## config.mk

```make
export PLATFORM = sky130hd
export DESIGN_NAME = mist_spi_host_flat
export DESIGN_NICKNAME = d
export VERILOG_FILES = /design/src/rtl/mist_spi_host_if.sv /design/src/rtl/mist_spi_host.sv /design/src/flat_wrapper.sv
export SDC_FILE = /design/constraint.sdc
export NUM_CORES = 1
export LEC_CHECK = 0
export CAP_MARGIN = 40
export CORE_MARGIN = 2
export CORE_UTILIZATION = 56
export CTS_CLUSTER_DIAMETER = 40
export DETAILED_ROUTE_END_ITERATION = 10
export GPL_ROUTABILITY_DRIVEN = 0
export PLACE_DENSITY = 0.95
export SLEW_MARGIN = 20
export SYNTH_ARGS = -nofsm -noshare
export SYNTH_HDL_FRONTEND = slang
export SYNTH_SLANG_ARGS = --single-unit
```

## constraint.sdc

```tcl
create_clock -name Clk -period 4.7 [get_ports Clk]
set_input_delay 0.94 -clock Clk [delete_from_list [all_inputs] [get_ports Clk]]
set_output_delay 0.94 -clock Clk [all_outputs]
set_load 0.005 [all_outputs]
```

## src/rtl/mist_spi_host_if.sv

```systemverilog
// Command/response and SPI pin bundle for mist_spi_host.
//   master : the SPI host (takes commands, drives SPI_SCK/SPI_SS_IO/SPI_MOSI)
//   slave  : the command source plus user_io side (drives commands and SPI_MISO)
// Signals: cmd_valid/cmd_ready/cmd_code/cmd_len/cmd_data  command handshake
//          rsp_valid/rsp_data                              captured MISO bytes
//          busy                                            transaction in flight
//          SPI_SCK/SPI_SS_IO/SPI_MOSI/SPI_MISO             serial link (mode 0)
interface mist_spi_host_if;
  logic        cmd_valid;
  logic        cmd_ready;
  logic [7:0]  cmd_code;
  logic [2:0]  cmd_len;
  logic [31:0] cmd_data;
  logic        rsp_valid;
  logic [7:0]  rsp_data;
  logic        busy;
  logic        SPI_SCK;
  logic        SPI_SS_IO;
  logic        SPI_MOSI;
  logic        SPI_MISO;

  modport master (
    input  cmd_valid, cmd_code, cmd_len, cmd_data, SPI_MISO,
    output cmd_ready, rsp_valid, rsp_data, busy, SPI_SCK, SPI_SS_IO, SPI_MOSI
  );

  modport slave (
    output cmd_valid, cmd_code, cmd_len, cmd_data, SPI_MISO,
    input  cmd_ready, rsp_valid, rsp_data, busy, SPI_SCK, SPI_SS_IO, SPI_MOSI
  );
endinterface

```

## src/rtl/mist_spi_host.sv

```systemverilog
// SPI mode-0 host emulating the MiST/SiDi I/O controller side of the user_io
// command link. One transaction = command byte + 0..MAX_LEN payload bytes,
// MSB first, chip select held low across all bytes.
// Ports:
//   Clk    system clock
//   Rst_n  asynchronous active-low reset
//   bus    mist_spi_host_if.master (command handshake, response, SPI pins)
// Parameters:
//   CLK_DIV  SPI_SCK half-period in Clk cycles (2..255)
//   MAX_LEN  payload byte limit; larger cmd_len is clamped (must be <= 7)
// Optional feature macro: SPI_HOST_MISO_CAPTURE_EN
//   defined   -> MISO bytes captured, rsp_valid pulses once per byte
//   undefined -> SPI_MISO ignored, rsp_valid/rsp_data tied to 0
module mist_spi_host #(
  parameter int unsigned CLK_DIV = 4,
  parameter int unsigned MAX_LEN = 4
) (
  input logic             Clk,
  input logic             Rst_n,
  mist_spi_host_if.master bus
);

  typedef enum logic [2:0] {StIdle, StSetup, StLow, StHigh, StTail, StHold} state_e;

  localparam logic [7:0] DivLast = 8'(CLK_DIV - 1);
  localparam logic [2:0] MaxLen  = 3'(MAX_LEN);

  state_e      state_q, state_d;
  logic [7:0]  div_q, div_d;
  logic        hold_ph_q, hold_ph_d;  // HOLD spans two divider periods
  logic [2:0]  bit_q, bit_d;
  logic [2:0]  byte_q, byte_d;
  logic [2:0]  len_q, len_d;
  logic [7:0]  tx_q, tx_d;            // current byte, MSB on MOSI
  logic [31:0] data_q, data_d;        // remaining payload, next byte in [7:0]
  logic [2:0]  len_clamped;
  logic        div_done;

  assign len_clamped = (bus.cmd_len > MaxLen) ? MaxLen : bus.cmd_len;
  assign div_done    = (div_q == 8'd0);

  always_ff @(posedge Clk or negedge Rst_n) begin
    if (!Rst_n) begin
      state_q   <= StIdle;
      div_q     <= 8'd0;
      hold_ph_q <= 1'b0;
      bit_q     <= 3'd0;
      byte_q    <= 3'd0;
      len_q     <= 3'd0;
      tx_q      <= 8'd0;
      data_q    <= 32'd0;
    end else begin
      state_q   <= state_d;
      div_q     <= div_d;
      hold_ph_q <= hold_ph_d;
      bit_q     <= bit_d;
      byte_q    <= byte_d;
      len_q     <= len_d;
      tx_q      <= tx_d;
      data_q    <= data_d;
    end
  end

  always_comb begin
    state_d   = state_q;
    div_d     = div_q;
    hold_ph_d = hold_ph_q;
    bit_d     = bit_q;
    byte_d    = byte_q;
    len_d     = len_q;
    tx_d      = tx_q;
    data_d    = data_q;
    unique case (state_q)
      StIdle: begin
        if (bus.cmd_valid) begin
          state_d   = StSetup;
          div_d     = DivLast;
          hold_ph_d = 1'b0;
          bit_d     = 3'd7;
          byte_d    = 3'd0;
          len_d     = len_clamped;
          tx_d      = bus.cmd_code;
          data_d    = bus.cmd_data;
        end
      end
      StSetup, StLow, StTail: begin
        if (div_done) begin
          div_d = DivLast;
          unique case (state_q)
            StSetup: state_d = StLow;
            StLow:   state_d = StHigh;
            default: state_d = StHold;
          endcase
        end else begin
          div_d = div_q - 8'd1;
        end
      end
      StHigh: begin
        if (div_done) begin
          div_d = DivLast;
          if (bit_q == 3'd0) begin
            if (byte_q == len_q) begin
              state_d = StTail;
            end else begin
              // Next byte follows immediately; no gap on SCK.
              state_d = StLow;
              byte_d  = byte_q + 3'd1;
              bit_d   = 3'd7;
              tx_d    = data_q[7:0];
              data_d  = {8'h00, data_q[31:8]};
            end
          end else begin
            state_d = StLow;
            bit_d   = bit_q - 3'd1;
            tx_d    = {tx_q[6:0], 1'b0};
          end
        end else begin
          div_d = div_q - 8'd1;
        end
      end
      StHold: begin
        if (div_done) begin
          div_d     = DivLast;
          hold_ph_d = ~hold_ph_q;
          if (hold_ph_q) state_d = StIdle;
        end else begin
          div_d = div_q - 8'd1;
        end
      end
      default: state_d = StIdle;
    endcase
  end

  // Outputs decode straight from registered state so an asynchronous reset
  // returns the pins to idle in the same cycle.
  assign bus.cmd_ready = (state_q == StIdle);
  assign bus.busy      = (state_q != StIdle);
  assign bus.SPI_SCK   = (state_q == StHigh);
  assign bus.SPI_SS_IO = !(state_q inside {StSetup, StLow, StHigh, StTail});
  // tx_q only shifts on HIGH->LOW, so MOSI is stable whenever SCK is high.
  assign bus.SPI_MOSI  = (state_q inside {StSetup, StLow, StHigh}) ? tx_q[7] : 1'b0;

`ifdef SPI_HOST_MISO_CAPTURE_EN
  logic [7:0] rx_q;
  logic       rsp_valid_q;
  logic [7:0] rsp_data_q;
  logic       sample;

  // First HIGH cycle is the one right after the divider reload.
  assign sample = (state_q == StHigh) && (div_q == DivLast);

  always_ff @(posedge Clk or negedge Rst_n) begin
    if (!Rst_n) begin
      rx_q        <= 8'd0;
      rsp_valid_q <= 1'b0;
      rsp_data_q  <= 8'd0;
    end else begin
      rsp_valid_q <= sample && (bit_q == 3'd0);
      if (sample) rx_q <= {rx_q[6:0], bus.SPI_MISO};
      if (sample && (bit_q == 3'd0)) rsp_data_q <= {rx_q[6:0], bus.SPI_MISO};
    end
  end

  assign bus.rsp_valid = rsp_valid_q;
  assign bus.rsp_data  = rsp_data_q;
`else
  assign bus.rsp_valid = 1'b0;
  assign bus.rsp_data  = 8'd0;
`endif

endmodule

```

## src/flat_wrapper.sv

```systemverilog
// flat-port wrapper written by rule: the top's interface ports become plain ports
module mist_spi_host_flat 
#(
  parameter int unsigned CLK_DIV = 4,
  parameter int unsigned MAX_LEN = 4
)
  (Clk, Rst_n, bus_cmd_valid, bus_cmd_code, bus_cmd_len, bus_cmd_data, bus_SPI_MISO, bus_cmd_ready, bus_rsp_valid, bus_rsp_data, bus_busy, bus_SPI_SCK, bus_SPI_SS_IO, bus_SPI_MOSI);
  mist_spi_host_if bus_i ();
  input logic Clk;
  input logic Rst_n;
  input wire logic [$bits(bus_i.cmd_valid)-1:0] bus_cmd_valid;
  input wire logic [$bits(bus_i.cmd_code)-1:0] bus_cmd_code;
  input wire logic [$bits(bus_i.cmd_len)-1:0] bus_cmd_len;
  input wire logic [$bits(bus_i.cmd_data)-1:0] bus_cmd_data;
  input wire logic [$bits(bus_i.SPI_MISO)-1:0] bus_SPI_MISO;
  output wire logic [$bits(bus_i.cmd_ready)-1:0] bus_cmd_ready;
  output wire logic [$bits(bus_i.rsp_valid)-1:0] bus_rsp_valid;
  output wire logic [$bits(bus_i.rsp_data)-1:0] bus_rsp_data;
  output wire logic [$bits(bus_i.busy)-1:0] bus_busy;
  output wire logic [$bits(bus_i.SPI_SCK)-1:0] bus_SPI_SCK;
  output wire logic [$bits(bus_i.SPI_SS_IO)-1:0] bus_SPI_SS_IO;
  output wire logic [$bits(bus_i.SPI_MOSI)-1:0] bus_SPI_MOSI;
  assign bus_i.cmd_valid = bus_cmd_valid;
  assign bus_i.cmd_code = bus_cmd_code;
  assign bus_i.cmd_len = bus_cmd_len;
  assign bus_i.cmd_data = bus_cmd_data;
  assign bus_i.SPI_MISO = bus_SPI_MISO;
  assign bus_cmd_ready = bus_i.cmd_ready;
  assign bus_rsp_valid = bus_i.rsp_valid;
  assign bus_rsp_data = bus_i.rsp_data;
  assign bus_busy = bus_i.busy;
  assign bus_SPI_SCK = bus_i.SPI_SCK;
  assign bus_SPI_SS_IO = bus_i.SPI_SS_IO;
  assign bus_SPI_MOSI = bus_i.SPI_MOSI;
  mist_spi_host #(.CLK_DIV(CLK_DIV), .MAX_LEN(MAX_LEN)) u_core (.Clk(Clk), .Rst_n(Rst_n), .bus(bus_i));
endmodule
```

## Word level (Yosys, flattened, before mapping)

Cells that the tools add are included.

| word-level totals | value |
|---|---|
| word-level logic and storage cells | 82 |
| input port bits | 47 |
| output and inout port bits | 14 |
| register bits after elaboration | 61 |

| operators by class | value |
|---|---|
| equal/unequal tests | 14 |
| bitwise gates (word level) | 1 |
| $lt $le $gt $ge | 1 |
| reduce and logical (&&, ||, !) cells | 18 |
| mux-type cells | 37 |
| $add $sub $neg | 3 |

Operators by type and width:

| operator | number |
|---|---|
| $mux W32 | 4 |
| $pmux W32 S2 | 1 |
| $mux W3 | 16 |
| $mux W8 | 6 |
| $pmux W8 S2 | 2 |
| $pmux W3 S2 | 3 |
| $pmux W3 S4 | 1 |
| $ne A2 B1 Y1 const B | 5 |
| $reduce_and A5 Y1 | 2 |
| $logic_not A8 Y1 | 1 |
| $sub A8 B1 Y8 const B | 1 |
| $eq A3 B2 Y1 const B | 2 |
| $eq A3 B3 Y1 const B | 2 |
| $logic_not A3 Y1 | 2 |
| $reduce_bool A2 Y1 | 3 |
| $reduce_bool A3 Y1 | 2 |
| $reduce_or A5 Y1 | 1 |
| $ne A2 B2 Y1 const B | 2 |
| $reduce_and A2 Y1 | 2 |
| $reduce_and A4 Y1 | 1 |
| $reduce_bool A4 Y1 | 1 |
| $add A3 B1 Y3 const B | 1 |
| $eq A3 B1 Y1 const B | 1 |
| $eq A3 B3 Y1 | 1 |
| 9 further kinds | 11 |

## Depth between registers and ports, before layout

Gate-level depths: netlist (run 1).

| logic depth | value |
|---|---|
| depth after elaboration | 5 |
| depth in mapped cells | 7 |
| mapped depth without buffers | 6 |

## Worst setup path after synthesis (run 1)

Ideal clock, no wire load.

| timing | value |
|---|---|
| path type | register to output |
| from | reg u_core.state_q[2] |
| to | out bus_SPI_SCK |
| stages on the path, launching flop included | 5 |
| arrival time | 1.315 ns |
| buffers on the path | 2 |
| slack | 2.445 ns |
| required time | 3.760 ns |
| cells stage by stage | dfrtp_1 -> nand3b_1 -> inv_1 -> clkbuf_1 -> buf_1 |

| between the ends | value |
|---|---|
| longest elaborated chain between the ends | 1 |

RTL lines:

| what | line | RTL |
|---|---|---|
| from (decl) | mist_spi_host.sv:28 | `state_e state_q, state_d;` |
| from (signal assigned) | mist_spi_host.sv:44 | `state_q <= StIdle;` |
| from (signal assigned) | mist_spi_host.sv:53 | `state_q <= state_d;` |
| $eq A3 B2 Y1 | mist_spi_host.sv:138 | `assign bus.SPI_SCK = (state_q == StHigh);` |
| to (decl) | flat_wrapper.sv:20 | `output wire logic [$bits(bus_i.SPI_SCK)-1:0] bus_SPI_SCK;` |

No other way between the ends.

## Worst setup path in the final report (run 1)

Ends and elaborated chain as after synthesis.

==> impl_metrics.yaml, run 1 <==
status:
  status: "completed"
clock_network:
  clk_latency_ps: 340
  clock-sinks: 61
  htree_levels: 3
  path_clk_slew_ps: 70
  clock-root-buffer: "clkbuf_8"
  cts_buffer_depth: 2
  hold_buffers: 0
  cts_setup_buffers: 0
  cts_inserted_buffers: 9
  cts_tree: "yes"
  cts_resized: 0
hold_path:
  worstHoldPathType: "input pin to async pin"
pwr:
  p_comb_frac: 0.068
  internal-power_uw: 764
  p_per_area_mw_per_mm2: 249
  p_sw_uw: 228
  p_leak_nw: 1.69
  netSwitchingFraction: 0.230
  ir_drop_mv: 0.223
  clkPwrFrac: 0.403
  p_seq_frac: 0.529
synth:
  ys_ff_latch: 61
  yosys.cell_types.count: 55
  synthCells: 338
  syn_area_per_cell_sq_um: 9.72
  ys_seq_area_frac: 0.465
  netlist_area_sq_mm: 0.00329
  synth_edf_count: 0
  ys_warn_count: 0
  synth_ff_type: "dfrtp_1"
  ys_async_sr_fraction: 1.00
setup_path:
  crit_path_end_kind: "output pin"
  crit_fanout: 42
  path_class: "register to output pin"
  crit_path_start: "u_core.state_q[2]$_DFFE_PN0P_"
  cp-endpoint: "bus_SPI_SCK"
  reg2reg_depth: 6
  start_kind: "register"
  arrival_ps: 2380
  r2r_start: "u_core.state_q[2]$_DFFE_PN0P_"
  reg2reg_to: "u_core.tx_q[6]$_DFFE_PN0P_"
  required_ps: 3760
  rrSetupSlack_ps: 1870
detailed_routing:
  drtPass1Iterations: 4
  drc_errors: 0
  post_drt_via_cell_ratio: 5.70
  route.vias.total: 2655
  ant_nets: 0
  drt-initial-drc-count: 215
  wl_per_cell_um: 15.9
  drt-total-wl_um: 7400
die:
  rows: 27
  boundaryPins: 61
  core_area_sq_mm: 0.00557
  die_w_um: 80.6
  start_util: 0.589
  die-area_sq_mm: 0.00650
  die_y_um: 80.6
global_routing:
  antenna_found_initial: 0
  grt_pass1_wl_um: 12200
  grt_remaining_overflow: 0
  grt_max_degree: 43
  grt_pass1_vias: 2614
  grt_usage: 0.249
sta:
  holdWs_ps: 406
  slew_headroom: 0.529
  finalCriticalPeriod_ps: 3320
  setup_tns_ps: 0
  worst_pin_slew_ps: 697
  fmax_mhz: 301
  rsz0062_at_grt: "no"
  setup_violations: 0
  fin_crit_sh: 0.707
  finalMaxSlewViolations: 0
  hold_violations: 0
  setup_ws_ps: 1380
  skew_ps: 6.49
placed_design:
  io_buffers: 50
  dpl.hpwl_um: 5050
  pre_cts_ws_ps: 1840
layout:
  num-nets-final: 442
  areaGrowthSynthToFinish_pct: 21.4
  ff_latch_area_sq_mm: 0.00153
  final.fill_count: 374
  drive_gt1_frac: 0.173
  diodes: 0
  multi_input_area_sq_mm: 0.00161
run:
  maxCapViolCount: 0
-- cell families after synthesis --
kind of cell,Yosys count,synth area share
fa+ha+maj,5,0.0190
mux,45,0.150
simple gates,139,0.192
buf+inv,34,0.0541
flops,61,0.465
compound gates,48,0.106
other cells,1,0.00114
xor+xnor,5,0.0133
-- power by group through the flow --
stage | clock [mW] | sequential (mW) | combinational [mW]
final | 0.400 | 0.525 | 0.0672
after floorplan | 0 | 0.535 | 0.0183
after detailed placement | 0 | 0.535 | 0.0652
after CTS | 0.403 | 0.525 | 0.0661
after global placement | 0 | 0.535 | 0.0636
after global routing | 0.424 | 0.525 | 0.0747
-- synth_stat cells, types with 2 or more instances --
cell	count	area [sq um]
a21oi_1	4	20.0
nand2_1	102	383
mux2i_1	11	110
nor3_1	3	15.0
inv_1	11	41.3
nand3b_1	3	22.5
buf_6	2	22.5
mux2_2	33	372
buf_4	9	67.6
clkbuf_1	9	33.8
o22ai_1	2	12.5
nand3_1	6	30.0
buf_1	2	7.51
nor4_1	2	12.5
nor2_1	7	26.3
a31oi_1	5	31.3
a31o_2	2	17.5
or3_2	2	15.0
dfrtp_1	61	1530
a22o_1	8	70.1
o21ai_0	13	65.1
xor2_1	4	35.0
ha_1	5	62.6
-- sequential cells by signal, summed over array words and instances (netlist names) --
signal / count
u_core.tx_q: 8
u_core.state_q: 3
u_core.hold_ph_q: 1
u_core.bit_q: 3
u_core.len_q: 3
u_core.div_q: 8
u_core.byte_q: 3
u_core.data_q: 32
-- layer usage --
layer | global-route usage | share of wire
met4 | 0.102 | 0.021
met3 | 0.0539 | 0.053
met1 | 0.326 | 0.42
met2 | 0.402 | 0.50
met5 | 0 | 0
-- per-stage QoR --
stage	utilization	instance area, sq um	total power, mW	std cells
2_1_floorplan	-	3320	0.553	346
4_1_cts	0.712	3970	0.994	465
6_report	0.715	3990	0.992	466
5_1_grt	0.715	3990	1.02	466
3_3_place_gp	0.682	3800	0.598	450
3_5_place_dp	0.682	3800	0.600	450
-- worst min path at each step --
stage                                        startpoint                       endpoint
after global routing                              Rst_n    u_core.len_q[1]$_DFFE_PN0P_
after detailed placement  u_core.data_q[14]$_DFFE_PN0P_  u_core.data_q[14]$_DFFE_PN0P_
final                                             Rst_n  u_core.data_q[29]$_DFFE_PN0P_
after global placement    u_core.data_q[14]$_DFFE_PN0P_  u_core.data_q[14]$_DFFE_PN0P_
after floorplan           u_core.data_q[14]$_DFFE_PN0P_  u_core.data_q[14]$_DFFE_PN0P_
after CTS                 u_core.data_q[14]$_DFFE_PN0P_  u_core.data_q[14]$_DFFE_PN0P_
-- cells in the final DEF (no fill, tap or decap), drive strengths merged, types with 3 or more instances in the layout --
cell	Yosys	layout
a21oi	4	4
a22o	8	8
a31oi	5	5
buf	14	7
clkbuf	9	10
clkdlybuf4s50	0	49
clkinv	0	4
conb	1	9
dfrtp	61	61
ha	5	5
inv	11	11
mux2	34	34
mux2i	11	11
nand2	103	103
nand3	6	6
nand3b	3	3
nor2	7	7
nor3	4	4
o21ai	15	15
or3	3	3
xor2	4	4
-- layout make-up --
| cell class | count | area share |
|---|---|---|
| Clock buffer | 10 | 0.0345 |
| Clock inverter | 5 | 0.00690 |
| Inverter | 11 | 0.0104 |
| Multi-Input combinational cell | 251 | 0.404 |
| Sequential cell | 61 | 0.383 |
| Tap cell | 72 | 0.0226 |
| Timing Repair Buffer | 56 | 0.139 |
-- critical path, cell delays in order (launching register included) --
cell and delay, ps:
dfrtp_1 530, nand3b_1 230, buf_4 280, inv_1 390
clkdlybuf4s50_1 590
No activity file was read; power rests on OpenSTA's default activity.
==> run 2: changes to the inputs <==
--- a/config.mk
+++ b/config.mk
@@ -7,11 +7,11 @@
 export LEC_CHECK = 0
 export CAP_MARGIN = 40
 export CORE_MARGIN = 2
-export CORE_UTILIZATION = 56
+export CORE_UTILIZATION = 52
 export CTS_CLUSTER_DIAMETER = 40
 export DETAILED_ROUTE_END_ITERATION = 10
 export GPL_ROUTABILITY_DRIVEN = 0
-export PLACE_DENSITY = 0.95
+export PLACE_DENSITY = 0.92
 export SLEW_MARGIN = 20
 export SYNTH_ARGS = -nofsm -noshare
 export SYNTH_HDL_FRONTEND = slang
==> constraint.sdc (replaced) <==
create_clock -name Clk -period 3.5 [get_ports Clk]
set_input_delay 0.7 -clock Clk [delete_from_list [all_inputs] [get_ports Clk]]
set_output_delay 0.7 -clock Clk [all_outputs]
set_load 0.005 [all_outputs]
==> impl_metrics.yaml, run 2 (synthesized netlist as in run 1, its figures left out) <==
layout:
  areaGrowthSynthToFinish_pct: 21.3
  mostFrequentLayoutCell: "nand2_1"
  final.fill_count: 451
  regMostFlops: "u_core.data_q"
  num-nets-final: 442
  diodes: 0
  drive_gt1_frac: 0.168
  instances_no_fill: 467
  largest_reg_flops: 32
  reg_top3: "u_core.data_q x32, u_core.div_q x8, u_core.tx_q x8"
  final_cell_mix: "nand2_1, dfrtp_1, clkdlybuf4s50_1, mux2_2, o21ai_0"
setup_path:
  arrival_ps: 2210
  cpMaxStageDelayCell: "nor3_1"
  critPathBufInv: 2
  required_ps: 2800
  cpPeakStageDelay_ps: 560
  crit_chain: "nor3_1, inv_1, nand2_1, clkdlybuf4s50_1"
  path_class: "register to output pin"
  crit_fanout: 15
  crit_family: "buffers and inverters"
  crit_path_end_kind: "output pin"
  start_kind: "register"
die:
  die_w_um: 83.5
  boundaryPins: 61
  core_area_sq_mm: 0.00603
  rows: 28
  die-area_sq_mm: 0.00697
  die_y_um: 83.5
  start_util: 0.545
clock_network:
  htree_levels: 3
  cts_setup_buffers: 0
  cts_tree: "yes"
  cts_inserted_buffers: 9
  clock-root-buffer: "clkbuf_8"
  clk_latency_ps: 340
  cts_resized: 0
  cts_buffer_depth: 2
  path_clk_slew_ps: 60
  clock-sinks: 61
  hold_buffers: 0
sta:
  hold_violations: 0
  finalMaxSlewViolations: 0
  rsz0062_at_grt: "no"
  slew_headroom: 0.481
  setup_violations: 0
  setup_tns_ps: 0
  finalCriticalPeriod_ps: 2910
  worst_pin_slew_ps: 768
  fin_crit_sh: 0.831
  holdWs_ps: 255
  setup_ws_ps: 592
  skew_ps: 10.0
  fmax_mhz: 344
global_routing:
  grt_usage: 0.214
  antenna_found_initial: 0
  grt_pass1_wl_um: 12100
  grt_max_degree: 42
  grt_remaining_overflow: 0
  grt_pass1_vias: 2650
detailed_routing:
  drc_errors: 0
  drt-initial-drc-count: 134
  drtPass1Iterations: 5
  wl_per_cell_um: 15.4
  post_drt_via_cell_ratio: 5.61
  route.vias.total: 2618
  ant_nets: 0
  drt-total-wl_um: 7210
placed_design:
  pre_cts_ws_ps: 1010
  dp.cells: 454
  dpl.hpwl_um: 5250
  io_buffers: 50
pwr:
  p_leak_nw: 1.68
  ir_drop_mv: 0.239
  p_per_area_mw_per_mm2: 340
hold_path:
  worstHoldPathType: "input pin to async pin"
run:
  maxCapViolCount: 0
status:
  status: "completed"
## run 2: final timing paths
| path | from | to | slack [ps] | cells past startpoint |
|---|---|---|---|---|
| min in group Clk | u_core.len_q[2]$_DFFE_PN0P_ | u_core.len_q[2]$_DFFE_PN0P_ | 500 | 2 |
| max | u_core.state_q[1]$_DFFE_PN0P_ | bus_SPI_SS_IO | 590 | 4 |
| max reg2reg | u_core.bit_q[0]$_DFFE_PN0P_ | u_core.tx_q[5]$_DFFE_PN0P_ | 980 | 7 |
| max in group asynchronous | Rst_n | u_core.state_q[1]$_DFFE_PN0P_ | 2540 | 2 |
| min reg2reg | u_core.len_q[2]$_DFFE_PN0P_ | u_core.len_q[2]$_DFFE_PN0P_ | 500 | 2 |
| min | Rst_n | u_core.data_q[19]$_DFFE_PN0P_ | 250 | 1 |
## run 2: cell type report
class                           count  area [sq um]  area share
Sequential cell                    61          1530       0.383
Inverter                           11          41.3      0.0104
Timing Repair Buffer               56           541       0.136
Clock buffer                       12           165      0.0414
Multi-Input combinational cell    251          1610       0.404
Clock inverter                      1          7.51     0.00188
Tap cell                           75          93.8      0.0235
## run 2: stage by stage
step	total power [mW]	instance area, sq um	utilization
final	1.36	3990	0.662
after global routing	1.40	3990	0.662
after CTS	1.36	3990	0.662
after detailed placement	0.807	3810	0.633
after global placement	0.805	3810	0.633
after floorplan	0.743	3320	-
## run 2: routing by layer
| metal | GRT usage | share of wire |
|---|---|---|
| met1 | 0.269 | 0.43 |
| met3 | 0.0475 | 0.052 |
| met5 | 0 | 0 |
| met2 | 0.370 | 0.51 |
| met4 | 0.0674 | 0.012 |
## run 2: report_power, final
part | total [mW] | internal (mW) | switching [mW] | leakage, nW
clock network | 0.562 | 0.303 | 0.259 | 0.0864
logic | 0.0883 | 0.0527 | 0.0356 | 0.950
registers | 0.705 | 0.705 | 0 | 0.644
==> run 3: changes to the inputs <==
==> constraint.sdc (replaced) <==
create_clock -name Clk -period 2.82 [get_ports Clk]
set_input_delay 0.564 -clock Clk [delete_from_list [all_inputs] [get_ports Clk]]
set_output_delay 0.564 -clock Clk [all_outputs]
set_load 0.005 [all_outputs]
==> impl_metrics.yaml, run 3 (synthesized netlist as in run 1, its figures left out) <==
clock_network:
  clock-sinks: 61
  cts_inserted_buffers: 9
  clk_latency_ps: 340
  path_clk_slew_ps: 70
  clock-root-buffer: "clkbuf_8"
  cts_tree: "yes"
  hold_buffers: 0
  cts_buffer_depth: 2
  cts_setup_buffers: 0
  htree_levels: 3
detailed_routing:
  drt-total-wl_um: 7370
  drt-initial-drc-count: 180
  wl_per_cell_um: 15.5
  drtPass1Iterations: 4
  route.vias.total: 2653
  drc_errors: 0
  post_drt_via_cell_ratio: 5.57
  ant_nets: 0
sta:
  rsz0062_at_grt: "no"
  worst_pin_slew_ps: 817
  skew_ps: 8.63
  fmax_mhz: 374
  finalCriticalPeriod_ps: 2680
  setup_violations: 0
  hold_violations: 0
  setup_tns_ps: 0
  holdWs_ps: 367
  slew_headroom: 0.448
  fin_crit_sh: 0.949
  setup_ws_ps: 144
  finalMaxSlewViolations: 0
layout:
  reg_top3: "u_core.data_q x32, u_core.div_q x8, u_core.tx_q x8"
  drive_gt1_frac: 0.190
  diodes: 0
  final.fill_count: 436
  regMostFlops: "u_core.data_q"
  num-nets-final: 449
  mostFrequentLayoutCell: "nand2_1"
  final_cell_mix: "nand2_1, dfrtp_1, clkdlybuf4s50_1, mux2_2, o21ai_0"
  instances_no_fill: 476
  areaGrowthSynthToFinish_pct: 23.3
  ff_latch_area_sq_mm: 0.00153
  multi_input_area_sq_mm: 0.00162
  largest_reg_flops: 32
status:
  status: "completed"
die:
  boundaryPins: 61
  rows: 28
  start_util: 0.545
  die_y_um: 83.5
  die_w_um: 83.5
  die-area_sq_mm: 0.00697
  core_area_sq_mm: 0.00603
placed_design:
  dpl.hpwl_um: 5330
  pre_cts_ws_ps: 263
  dp.cells: 461
  io_buffers: 50
setup_path:
  required_ps: 3040
  reg2reg_depth: 7
  r2r_start: "u_core.bit_q[0]$_DFFE_PN0P_"
  crit_fanout: 12
  rrSetupSlack_ps: 140
  start_kind: "register"
  crit_path_end_kind: "register"
  reg2reg_to: "u_core.tx_q[7]$_DFFE_PN0P_"
  arrival_ps: 2900
  path_class: "register to register"
pwr:
  p_leak_nw: 1.71
  p_per_area_mw_per_mm2: 412
  ir_drop_mv: 0.365
hold_path:
  worstHoldPathType: "input pin to async pin"
global_routing:
  grt_max_degree: 62
  grt_pass1_wl_um: 12100
  grt_usage: 0.216
  antenna_found_initial: 0
  grt_remaining_overflow: 0
  grt_pass1_vias: 2674
run:
  maxCapViolCount: 0
[run 3: changes by cell type in the layout (fill, tap and decap cells not counted)]
cell,delta
buf_8,+1
buf_4,+6
clkbuf_8,-2
inv_6,+1
nor3_1,-1
nor3_2,+1
clkinv_2,+1
clkinvlp_4,+2
[run 3: layout make-up]
cell class | count | share of cell area
multi-input combinational | 251 | 0.399
sequential | 61 | 0.377
timing repair buffer | 63 | 0.148
clock buffer | 10 | 0.0340
tap | 75 | 0.0232
inverter | 11 | 0.0102
clock inverter | 5 | 0.00895
[run 3: critical path, cell delays in order, from the launching register on]
cell     delay [ps]
dfrtp_1         390
inv_1            90
ha_1            210
nor2b_1         210
buf_4           250
nor4b_1         690
o21ai_2         340
mux2_2          370
[run 3: through the flow]
step | total power [mW] | cell area [sq um] | utilization
floorplan | 0.922 | 3320 | -
global placement | 0.998 | 3860 | 0.640
detailed placement | 1.00 | 3870 | 0.643
CTS | 1.67 | 4050 | 0.672
global route | 1.72 | 4050 | 0.673
finish | 1.67 | 4050 | 0.673
[run 3: worst max-delay path by stage]
stage | slack [ps] | to | from
detailed placement | 260 | u_core.tx_q[7]$_DFFE_PN0P_ | u_core.bit_q[0]$_DFFE_PN0P_
global placement | 160 | u_core.data_q[2]$_DFFE_PN0P_ | u_core.bit_q[0]$_DFFE_PN0P_
finish | 140 | u_core.tx_q[7]$_DFFE_PN0P_ | u_core.bit_q[0]$_DFFE_PN0P_
CTS | 140 | bus_SPI_SS_IO | u_core.state_q[1]$_DFFE_PN0P_
global route | 60 | u_core.tx_q[7]$_DFFE_PN0P_ | u_core.bit_q[1]$_DFFE_PN0P_
floorplan | 770 | u_core.data_q[15]$_DFFE_PN0P_ | u_core.div_q[0]$_DFFE_PN0P_
[run 3: power by group]
group	internal, mW	leakage, nW	switching, mW	total (mW)
Clock	0.338	0.0808	0.347	0.685
Combinational	0.0645	0.989	0.0433	0.108
Sequential	0.875	0.644	0	0.875
Total	1.28	1.71	0.390	1.67
[run 3: what timing repair did]
| action | 4_1_cts | 5_1_grt |
|---|---|---|
| resized for setup | 0 | 1 |
| hold endpoints to repair | 0 | 0 |
| endpoints found under the setup margin | 0 | 1 |
[run 3: metal layers]
metal  global-route usage  vias to the layer above  share of wire
met1                0.258                     1294           0.42
met2                0.387                       86           0.52
li1                     -                     1261              -
met4               0.0836                        0          0.015
met5                    0                        -              0
met3               0.0396                       12          0.052
